$ cat src/rtl/midi_note_decoder_pkg.sv
// Shared definitions for the MIDI note decoder: parser state encoding,
// MIDI status nibbles and a helper that maps a channel status byte onto
// the parser state that collects its data bytes.
package synth_pkg;

  typedef enum logic [2:0] {
    IDLE      = 3'd0,
    NOTE_BYTE = 3'd1,
    VEL_BYTE  = 3'd2,
    SKIP1     = 3'd3,
    SKIP2     = 3'd4
  } parser_state_t;

  localparam logic [3:0] NOTE_OFF   = 4'h8;
  localparam logic [3:0] NOTE_ON    = 4'h9;
  localparam logic [3:0] PROG       = 4'hC;
  localparam logic [3:0] CHAN_PRESS = 4'hD;
  localparam logic [3:0] SYS        = 4'hF;
  localparam logic [7:0] RT_MIN     = 8'hF8;

  // State entered after a channel status byte (0x80..0xEF):
  // note on/off for our channel collects note+velocity, one-data-byte
  // messages skip one byte, everything else skips two.
  function automatic parser_state_t status_entry(input logic [7:0] status,
                                                 input logic [3:0] ch);
    parser_state_t s;
    if ((status[7:4] == NOTE_ON || status[7:4] == NOTE_OFF) && status[3:0] == ch)
      s = NOTE_BYTE;
    else if (status[7:4] == PROG || status[7:4] == CHAN_PRESS)
      s = SKIP1;
    else
      s = SKIP2;
    return s;
  endfunction

endpackage

$ cat src/rtl/midi_note_decoder_if.sv
// Byte-stream and note-output bundle for the MIDI note decoder.
// Handshake: rx_valid is a one-cycle strobe qualifying rx_data; there is
// no ready because a UART receiver cannot be stalled -- every byte
// presented with rx_valid high is consumed on that clock edge.
// parser_state is a read-only view of the parser FSM for observation.
interface midi_note_decoder_if;
  import synth_pkg::*;

  logic [7:0]    rx_data;
  logic          rx_valid;
  logic [7:0]    note_out;
  logic [6:0]    velocity;
  logic          key_on;
  logic          note_strobe;
  parser_state_t parser_state;

  modport master (
    output rx_data, rx_valid,
    input  note_out, velocity, key_on, note_strobe, parser_state
  );

  modport slave (
    input  rx_data, rx_valid,
    output note_out, velocity, key_on, note_strobe, parser_state
  );
endinterface

$ cat src/rtl/midi_note_decoder.sv
// Monophonic MIDI note decoder, last-note priority. Parses a raw MIDI
// byte stream and drives a single voice's note number, velocity and gate.
// Optional macro MIDI_RUNNING_STATUS_EN: data bytes arriving in IDLE
// reuse the retained running status; otherwise they are dropped.
module midi_note_decoder
  import synth_pkg::*;
#(
  parameter logic [3:0] MIDI_CH = 4'd0
) (
  input logic           Clk,
  input logic           Reset,
  midi_note_decoder_if.slave bus
);

  parser_state_t state_q, state_d;
  logic [7:0]    run_status_q, run_status_d;  // 0 means no running status
  logic [6:0]    pending_q, pending_d;
  logic [6:0]    note_q, note_d;
  logic [6:0]    vel_q, vel_d;
  logic          key_on_q, key_on_d;
  logic          strobe_q, strobe_d;

  logic is_status;
  logic is_realtime;
  logic is_system;
  logic note_on_msg;

  assign is_status   = bus.rx_data[7];
  assign is_realtime = (bus.rx_data >= RT_MIN);
  assign is_system   = (bus.rx_data[7:4] == SYS);
  // Running status is latched on every channel status byte, so it always
  // identifies the message whose velocity byte is being received.
  assign note_on_msg = (run_status_q == {NOTE_ON, MIDI_CH});

  // State and output registers; reset wins over any byte in the same cycle.
  always_ff @(posedge Clk) begin
    if (Reset) begin
      state_q      <= IDLE;
      run_status_q <= 8'h00;
      pending_q    <= 7'h00;
      note_q       <= 7'h00;
      vel_q        <= 7'h00;
      key_on_q     <= 1'b0;
      strobe_q     <= 1'b0;
    end else begin
      state_q      <= state_d;
      run_status_q <= run_status_d;
      pending_q    <= pending_d;
      note_q       <= note_d;
      vel_q        <= vel_d;
      key_on_q     <= key_on_d;
      strobe_q     <= strobe_d;
    end
  end

  // Parser next-state and note/gate update for the byte in this cycle.
  always_comb begin
    state_d      = state_q;
    run_status_d = run_status_q;
    pending_d    = pending_q;
    note_d       = note_q;
    vel_d        = vel_q;
    key_on_d     = key_on_q;
    strobe_d     = 1'b0;

    if (bus.rx_valid) begin
      if (is_status) begin
        if (is_realtime) begin
          // Real-time bytes are transparent to the parser.
        end else if (is_system) begin
          run_status_d = 8'h00;
          state_d      = IDLE;
        end else begin
          // A new status aborts any partial message without touching outputs.
          run_status_d = bus.rx_data;
          state_d      = status_entry(bus.rx_data, MIDI_CH);
        end
      end else begin
        case (state_q)
          IDLE: begin
`ifdef MIDI_RUNNING_STATUS_EN
            // Re-enter as if the retained status had just arrived and
            // consume this byte as the message's first data byte.
            if (run_status_q[7]) begin
              case (status_entry(run_status_q, MIDI_CH))
                NOTE_BYTE: begin
                  pending_d = bus.rx_data[6:0];
                  state_d   = VEL_BYTE;
                end
                SKIP1:   state_d = IDLE;
                default: state_d = SKIP1;
              endcase
            end
`endif
          end
          NOTE_BYTE: begin
            pending_d = bus.rx_data[6:0];
            state_d   = VEL_BYTE;
          end
          VEL_BYTE: begin
            state_d = IDLE;
            if (note_on_msg && bus.rx_data[6:0] != 7'h00) begin
              note_d   = pending_q;
              vel_d    = bus.rx_data[6:0];
              key_on_d = 1'b1;
              strobe_d = 1'b1;
            end else if (key_on_q && pending_q == note_q) begin
              key_on_d = 1'b0;
              strobe_d = 1'b1;
            end
          end
          SKIP2:   state_d = SKIP1;
          SKIP1:   state_d = IDLE;
          default: state_d = IDLE;
        endcase
      end
    end
  end

  assign bus.note_out     = {1'b0, note_q};
  assign bus.velocity     = vel_q;
  assign bus.key_on       = key_on_q;
  assign bus.note_strobe  = strobe_q;
  assign bus.parser_state = state_q;

endmodule

$ cat src/flat_wrapper.sv
// flat-port wrapper written by rule: the top's interface ports become plain ports
module midi_note_decoder_flat import synth_pkg::*;
#(
  parameter logic [3:0] MIDI_CH = 4'd0
)
  (Clk, Reset, bus_rx_data, bus_rx_valid, bus_note_out, bus_velocity, bus_key_on, bus_note_strobe, bus_parser_state);
  midi_note_decoder_if bus_i ();
  input logic Clk;
  input logic Reset;
  input wire logic [$bits(bus_i.rx_data)-1:0] bus_rx_data;
  input wire logic [$bits(bus_i.rx_valid)-1:0] bus_rx_valid;
  output wire logic [$bits(bus_i.note_out)-1:0] bus_note_out;
  output wire logic [$bits(bus_i.velocity)-1:0] bus_velocity;
  output wire logic [$bits(bus_i.key_on)-1:0] bus_key_on;
  output wire logic [$bits(bus_i.note_strobe)-1:0] bus_note_strobe;
  output wire logic [$bits(bus_i.parser_state)-1:0] bus_parser_state;
  assign bus_i.rx_data = bus_rx_data;
  assign bus_i.rx_valid = bus_rx_valid;
  assign bus_note_out = bus_i.note_out;
  assign bus_velocity = bus_i.velocity;
  assign bus_key_on = bus_i.key_on;
  assign bus_note_strobe = bus_i.note_strobe;
  assign bus_parser_state = bus_i.parser_state;
  midi_note_decoder #(.MIDI_CH(MIDI_CH)) u_core (.Clk(Clk), .Reset(Reset), .bus(bus_i));
endmodule
$ cat config.mk
export PLATFORM = sky130hd
export DESIGN_NAME = midi_note_decoder_flat
export DESIGN_NICKNAME = d
export VERILOG_FILES = /design/src/rtl/midi_note_decoder_pkg.sv /design/src/rtl/midi_note_decoder_if.sv /design/src/rtl/midi_note_decoder.sv /design/src/flat_wrapper.sv
export SDC_FILE = /design/constraint.sdc
export NUM_CORES = 1
export LEC_CHECK = 0
export ABC_AREA = 1
export BUFFER_PORTS_ARGS = -buffer_cell sky130_fd_sc_hd__buf_2
export CAP_MARGIN = 10
export CELL_PAD_IN_SITES_DETAIL_PLACEMENT = 1
export CELL_PAD_IN_SITES_GLOBAL_PLACEMENT = 1
export CORE_MARGIN = 10
export CORE_UTILIZATION = 40
export DETAILED_ROUTE_END_ITERATION = 6
export PLACE_DENSITY = 0.94
export SLEW_MARGIN = 15
export SYNTH_ARGS = -nofsm -noshare
export SYNTH_HDL_FRONTEND = slang
export SYNTH_SLANG_ARGS = --single-unit
$ cat constraint.sdc
create_clock -name Clk -period 2.4 [get_ports Clk]
set_clock_uncertainty 0.1 [all_clocks]
set_input_delay 0.12 -clock Clk [delete_from_list [all_inputs] [get_ports Clk]]
set_output_delay 0.12 -clock Clk [all_outputs]
set_load 0.01 [all_outputs]
==> results of run 1 <==
[worst reg2reg max path, stage by stage, from the launching register on]
cell	delay [ns]
dfxtp_1	0.36
inv_1	0.09
nand3_1	0.08
nor2_2	0.14
nand3_2	0.50
nor2_1	0.30
nor2_1	0.07
[sequential cells by signal, summed over array words and instances (netlist names)]
register,flops
u_core.note_q,7
u_core.run_status_q,8
u_core.bus.velocity,7
u_core.pending_q,7
u_core.bus.note_strobe,1
u_core.bus.parser_state,3
u_core.bus.key_on,1
[layer usage]
layer / vias up / share of wire, %
met4: 0 / 1.6
met1: 728 / 42
met3: 8 / 6.2
li1: 778 / -
met5: - / 0
met2: 32 / 50
[final cells by class]
cell class	instances	area share, %
Sequential cell	34	36.9
Inverter	31	6.31
Multi-Input combinational cell	162	38.1
Timing Repair Buffer	32	9.49
Tap cell	48	3.25
Clock buffer	8	5.97
[kinds of logic (layout without fill, tap and decap cells)]
family,count (synthesis),count (layout),share of synthesized area [%]
AO/OA/AOI/OAI,30,30,10.4
buffers and inverters,38,71,10.6
flip-flops,34,34,44.0
other,1,1,0.242
AND/OR/NAND/NOR,131,131,34.8
[power by group]
group / total [W] / switching [W] / internal (W)
Sequential: 0.000589 / 0.00000972 / 0.000579
Combinational: 0.000101 / 0.0000670 / 0.0000336
Clock: 0.000499 / 0.000210 / 0.000290
[through the flow]
stage / setup slack, ns / utilization (%) / power (W)
final: 0.591 / 50.0 / 0.00119
after global routing: 0.468 / 50.0 / 0.00124
after global placement: 0.787 / 46.2 / 0.000693
after CTS: 0.606 / 50.0 / 0.00120
after floorplan: 1.17 / - / 0.000659
after detailed placement: 0.696 / 46.2 / 0.000697
[worst min path at each step]
stage	start	cells past startpoint	slack, ns	end
finish	bus_rx_data[4]	3	0.04	u_core.run_status_q[4]$_SDFFE_PP0P_
global route	bus_rx_data[4]	3	0.04	u_core.run_status_q[4]$_SDFFE_PP0P_
CTS	bus_rx_data[2]	3	0.03	u_core.run_status_q[2]$_SDFFE_PP0P_
detailed placement	bus_rx_data[1]	3	0.30	u_core.bus.velocity[1]$_SDFFE_PP0P_
global placement	bus_rx_data[0]	3	0.29	u_core.bus.velocity[0]$_SDFFE_PP0P_
floorplan	Reset	1	0.09	u_core.bus.key_on$_SDFFE_PP0P_
[cell usage after synthesis, drive strengths merged]
cell and number:
o21ai 14, nor2 46, a21oi 13, conb 1, nand3 11, inv 31
o21bai 1, nand2 69, a21boi 1, buf 5, nand3b 1, nor3 3
dfxtp 34, o211ai 1, clkbuf 2, or2 1
[repair_timing]
action / CTS / global route
hold endpoints to repair: 4 / 0
resized for setup: 0 / 0
hold buffers: 3 / 0
setup buffers: 0 / 0
setup endpoints to repair: 0 / 0
==> impl_metrics.csv, run 1 <==
group,metric,value,unit
global_route,grt_pass1_vias,1692,
sta,whs,0.0386,ns
synthesis,synth_area,1550,um^2
flow_run,drv_cap,0,
cells_and_area,finish.instance_area,1850,um^2
power_and_ir_drop,peakVddDrop,0.430,mV
clock_network,clkSlewWorstSetupHoldPaths,0.07,ns
sta,slew_violations,0,
synthesis,synthesis.nets,245,
critical_path,worstSetupStartpoint,"bus_rx_data[1]",
synthesis,synth_seq_cells,34,
worst_hold_path,hold_class,"input port to register",
critical_path,path_class,"input port to register",
clock_network,cts_sinks,34,
critical_path,worstPathRequired,2.48,ns
cells_and_area,multiInputGateArea,703,um^2
synthesis,synth.distinct_cells,24,
critical_path,setup.worst_path.end_class,"register",
place,numPlacedInstances,304,
global_route,grt_max_degree,31,
synthesis,synthTopCellsByArea,"dfxtp_1, nand2_1, nor2_1",
sta,clock.fmax,553,MHz
cells_and_area,nFillCells,524,
route,wl_per_cell,13.9,um
floorplanning,die_x,82.2,um
critical_path,path_cells,"dlygate4sd3_1 > buf_2 > inv_1 > nand2_1 > nor3_2 > nand2_1 > nand3_2 > nor2_1 > nor2_1",
cells_and_area,most-common-layout-cells,"nand2_1, nor2_1, dfxtp_1",
critical_path,r2r_cells,6,
floorplanning,ios,31,
power_and_ir_drop,p_per_area,644,nW/um^2
global_route,use_met2,24.7,%
synthesis,yosysTopAreaCell,"dfxtp_1",
synthesis,synth_top_area_share,44.0,%
cells_and_area,instances_no_fill,315,
place,dp_hpwl,3200,um
place,place_area,1710,um^2
sta,hold_viol_final,0,
critical_path,cp_data_arrival_time,1.89,ns
critical_path,critPathBufInv,3,
sta,tightest_slew,0.603,ns
synthesis,syn_area_per_cell,6.61,um^2
global_route,grt_use_met3,5.40,%
critical_path,cp_max_fo,30,
route,wirelength,4390,um
power_and_ir_drop,power.leakage,0.937,nW
route,ant_nets,0,
critical_path,timing.rr.start,"u_core.bus.parser_state[2]$_SDFFE_PP0P_",
synthesis,synth_warnings,0,
route,route.detailed.drc,0,
critical_path,r2r_slack,0.65,ns
floorplanning,fp-row-count,22,
critical_path,crit_end,"u_core.bus.velocity[2]$_SDFFE_PP0P_",
clock_network,clockBufferDepth,2,
route,vias,1546,
critical_path,critical_path_depth,9,
global_route,grt_pass1_wl,7530,um
global_route,gr-usage-all-layers,14.2,%
critical_path,critPathLaunchType,"input port",
critical_path,rr_endpoint,"u_core.bus.velocity[2]$_SDFFE_PP0P_",
clock_network,cts_tree,"built",
cells_and_area,final_nets,277,
synthesis,synth_cells,234,
sta,tns,0,ns
place,gp_congestion,0.862,
sta,max_slew_margin,59.7,%
floorplanning,core-area,3690,um^2
sta,setup-violations-final,0,
floorplanning,die_height,82.2,um
route,dr.first_iter.drc_count,72,
outcome,outcome,"finished clean",
route,drt-pass1-iter-count,4,
cells_and_area,register_area,681,um^2
critical_path,cp_slowest_cell,"dlygate4sd3_1",
global_route,grtUsageMet1,15.4,%
cells_and_area,diodes,0,
clock_network,cts-htree-levels,2,
floorplanning,die_area,6760,um^2
clock_network,clock_latency,0.29,ns
clock_network,cts_root_buffer,"clkbuf_8",
global_route,grt.busiest_layer,"met2",
global_route,antenna_found_initial,0,
cells_and_area,drive_above_1_share,18.0,%
place,portBuffers,29,
synthesis,yosysSeqAreaShare,44.0,%
sta,rsz0062_at_grt,"false",
sta,period_share,75.4,%
cells_and_area,area_growth,19.2,%
clock_network,cts_buffers,5,
cells_and_area,layout_commonest_cell,"nand2_1",
global_route,grt_remaining_overflow,0,
critical_path,path_delay_family,"simple AND/OR/NAND/NOR gates",
sta,post-route-min-period,1.81,ns
critical_path,slowest_delay,0.53,ns
route,vias_per_cell,4.91,
floorplanning,start_util,42.0,%
Note: power is estimated with default switching activity, not from simulation.
==> inputs of run 2 (changes only) <==
Settings changed: ABC_AREA 1 to 0, CORE_UTILIZATION 40 to 37, PLACE_DENSITY 0.94 to 0.86.
Clock period 2.4 ns to 1.5 ns, I/O delays scaled along.
==> impl_metrics.csv, run 2 <==
group,metric,value,unit
synthesis,yosysTopAreaCell,"dfxtp_1",
power_and_ir_drop,comb_power_share,11.1,%
clock_network,clockBufferDepth,2,
synthesis,synth_warnings,0,
power_and_ir_drop,internal_power,0.00140,W
place,dp_hpwl,3030,um
sta,setup-violations-final,16,
global_route,antenna_found_initial,0,
route,route.detailed.drc,0,
synthesis,synth_area,1550,um^2
floorplanning,core-area,4030,um^2
power_and_ir_drop,clkPwrFrac,38.0,%
cells_and_area,instances_no_fill,255,
critical_path,timing.rr.start,"u_core.run_status_q[0]$_SDFFE_PP0P_",
clock_network,cts_root_buffer,"clkbuf_8",
critical_path,cp_data_arrival_time,1.91,ns
synthesis,ys.flop_type,"dfxtp_1",
critical_path,worstPathRequired,1.61,ns
synthesis,synth_top_area_share,44.0,%
floorplanning,die_area,7170,um^2
clock_network,clock_latency,0.28,ns
cells_and_area,drive_above_1_share,36.1,%
critical_path,r2r_slack,-0.29,ns
place,numPlacedInstances,243,
sta,slew_violations,0,
route,vias,1288,
clock_network,cts_sinks,34,
worst_hold_path,whs_path_depth,3,
clock_network,cts_buffers,5,
critical_path,r2r_cells,5,
global_route,grt_pass1_wl,6680,um
clock_network,clkSlewWorstSetupHoldPaths,0.07,ns
synthesis,async_flop_share,0,%
sta,rsz0062_at_grt,"true",
global_route,gr-usage-all-layers,11.5,%
synthesis,synthTopCellsByArea,"dfxtp_1, mux2i_1, nand2b_1",
flow_run,drv_cap,0,
route,vias_per_cell,5.05,
route,wl_per_cell,16.3,um
synthesis,yosysSeqAreaShare,44.0,%
route,dr.first_iter.drc_count,72,
place,portBuffers,29,
route,drt-pass1-iter-count,4,
worst_hold_path,hold_start,"bus_rx_data[5]",
synthesis,synthesis.nets,166,
power_and_ir_drop,power_switching,0.000441,W
floorplanning,die_x,84.7,um
sta,tightest_slew,0.656,ns
power_and_ir_drop,peakVddDrop,0.459,mV
critical_path,rr_endpoint,"u_core.bus.velocity[3]$_SDFFE_PP0P_",
floorplanning,fp-row-count,23,
cells_and_area,area_growth,32.0,%
sta,post-route-min-period,1.79,ns
synthesis,syn_area_per_cell,9.98,um^2
floorplanning,ios,31,
critical_path,path_class,"register to register",
global_route,grt_max_degree,26,
cells_and_area,diodes,0,
global_route,grt_pass1_vias,1374,
critical_path,cp_max_fo,14,
sta,tns,-4.08,ns
cells_and_area,final_nets,215,
clock_network,cts-htree-levels,2,
floorplanning,die_height,84.7,um
outcome,outcome,"finished with violations",
sta,max_slew_margin,55.9,%
sta,clock.fmax,557,MHz
synthesis,synth_enable_flop_cells,0,
synthesis,synth_seq_cells,34,
power_and_ir_drop,seqPwrFrac,50.9,%
cells_and_area,most-common-layout-cells,"dfxtp_1, buf_2, nand2b_1",
cells_and_area,regMostFlops,"u_core.run_status_q",
clock_network,cts_tree,"built",
synthesis,yosysMostFrequentCell,"dfxtp_1",
worst_hold_path,hold_class,"input port to register",
sta,fin_ws,-0.295,ns
place,gp_congestion,0.842,
critical_path,setup.worst_path.end_class,"register",
global_route,grt_remaining_overflow,0,
synthesis,synth_cells,155,
cells_and_area,layout_commonest_cell,"dfxtp_1",
outcome,violations,"setup timing",
power_and_ir_drop,swShare,24.0,%
route,ant_nets,0,
synthesis,synth.distinct_cells,36,
sta,hold_viol_final,0,
critical_path,critPathLaunchType,"register",
sta,period_share,120,%
worst_hold_path,holdPathEnd,"u_core.bus.velocity[5]$_SDFFE_PP0P_",
synthesis,synth_commonest_cells,"dfxtp_1, nand2b_1, mux2i_1",
route,wirelength,4160,um
power_and_ir_drop,power.leakage,0.805,nW
floorplanning,start_util,38.4,%
power_and_ir_drop,p_per_area,901,nW/um^2
cells_and_area,largest_reg_flops,8,
## run 2: cell types whose count changed in the layout (fill, tap and decap cells not counted), moves of 5 or more
cell	before	now
nand2_1	67	3
o21ai_1	7	1
xnor2_1	0	7
nand3_1	10	2
a21oi_1	13	1
nand2b_1	0	28
buf_4	0	18
nor2_1	45	10
a22o_1	0	5
inv_1	27	1
o21ai_0	7	0
mux2i_1	0	21
## run 2: cells by family after synthesis
| kind of cell | Yosys count | share of synthesized area [%] |
|---|---|---|
| buffers and inverters | 11 | 4.53 |
| AOI/OAI and AO/OA | 19 | 10.1 |
| other | 1 | 0.242 |
| and+or+nand+nor | 62 | 23.5 |
| DFF | 34 | 44.0 |
| muxes | 21 | 13.6 |
| xor gates and xnor gates | 7 | 3.96 |
## run 2: area by class of cell
cell class	count	area (um^2)
timing repair buffer	52	352
clock buffer	7	86.3
inverter	1	3.75
fill	480	1990
tap	50	62.6
multi-input combinational	110	848
clock inverter	1	5.00
sequential	34	683
## run 2: critical path, stage by stage (launching register included)
cell	delay, ns
dfxtp_2	0.32
or4_4	0.54
a211oi_4	0.19
and2b_2	0.20
buf_12	0.16
mux2i_1	0.20
## run 2: metal layers
layer | routed length, um | track usage [%]
met5 | 0 | 0
met4 | 98 | 6.74
met3 | 184 | 3.29
met2 | 1980 | 18.7
met1 | 1900 | 13.0
## run 2: worst max path at each step
| stage | start | endpoint | slack, ns | cells past startpoint |
|---|---|---|---|---|
| after global placement | u_core.run_status_q[0]$_SDFFE_PP0P_ | u_core.bus.velocity[5]$_SDFFE_PP0P_ | -0.18 | 5 |
| after global routing | u_core.run_status_q[0]$_SDFFE_PP0P_ | u_core.bus.velocity[3]$_SDFFE_PP0P_ | -0.37 | 5 |
| after floorplan | u_core.run_status_q[0]$_SDFFE_PP0P_ | u_core.bus.velocity[1]$_SDFFE_PP0P_ | -0.24 | 6 |
| after detailed placement | u_core.run_status_q[0]$_SDFFE_PP0P_ | u_core.bus.velocity[0]$_SDFFE_PP0P_ | -0.28 | 5 |
| final | u_core.run_status_q[0]$_SDFFE_PP0P_ | u_core.bus.velocity[3]$_SDFFE_PP0P_ | -0.29 | 5 |
| after CTS | u_core.run_status_q[0]$_SDFFE_PP0P_ | u_core.bus.velocity[0]$_SDFFE_PP0P_ | -0.27 | 5 |
## run 2: power groups by stage
stage / sequential (W) / combinational [W] / clock (W)
6_report: 0.000936 / 0.000204 / 0.000698
5_1_grt: 0.000938 / 0.000224 / 0.000752
4_1_cts: 0.000935 / 0.000196 / 0.000725
3_5_place_dp: 0.000954 / 0.000185 / 0
3_3_place_gp: 0.000954 / 0.000181 / 0
2_1_floorplan: 0.000955 / 0.0000949 / 0
## run 2: repair_timing
action	in CTS	in global routing
resized for setup	4	9
buffers inserted	2	1
pin swaps	3	3
setup endpoints to repair	23	23
hold buffers	2	0
endpoints found under the hold margin	1	0
## run 2: through the flow
stage | hold slack, ns | utilization [%] | cell area [um^2] | setup WS [ns] | total power (W)
after detailed placement | 0.296 | 46.1 | 1860 | -0.276 | 0.00114
after CTS | 0.00143 | 49.6 | 2000 | -0.267 | 0.00186
final | 0.00904 | 50.7 | 2040 | -0.295 | 0.00184
after floorplan | 0.101 | - | 1550 | -0.240 | 0.00105
after global routing | 0.0334 | 50.7 | 2040 | -0.374 | 0.00191
after global placement | 0.285 | 46.1 | 1860 | -0.181 | 0.00113
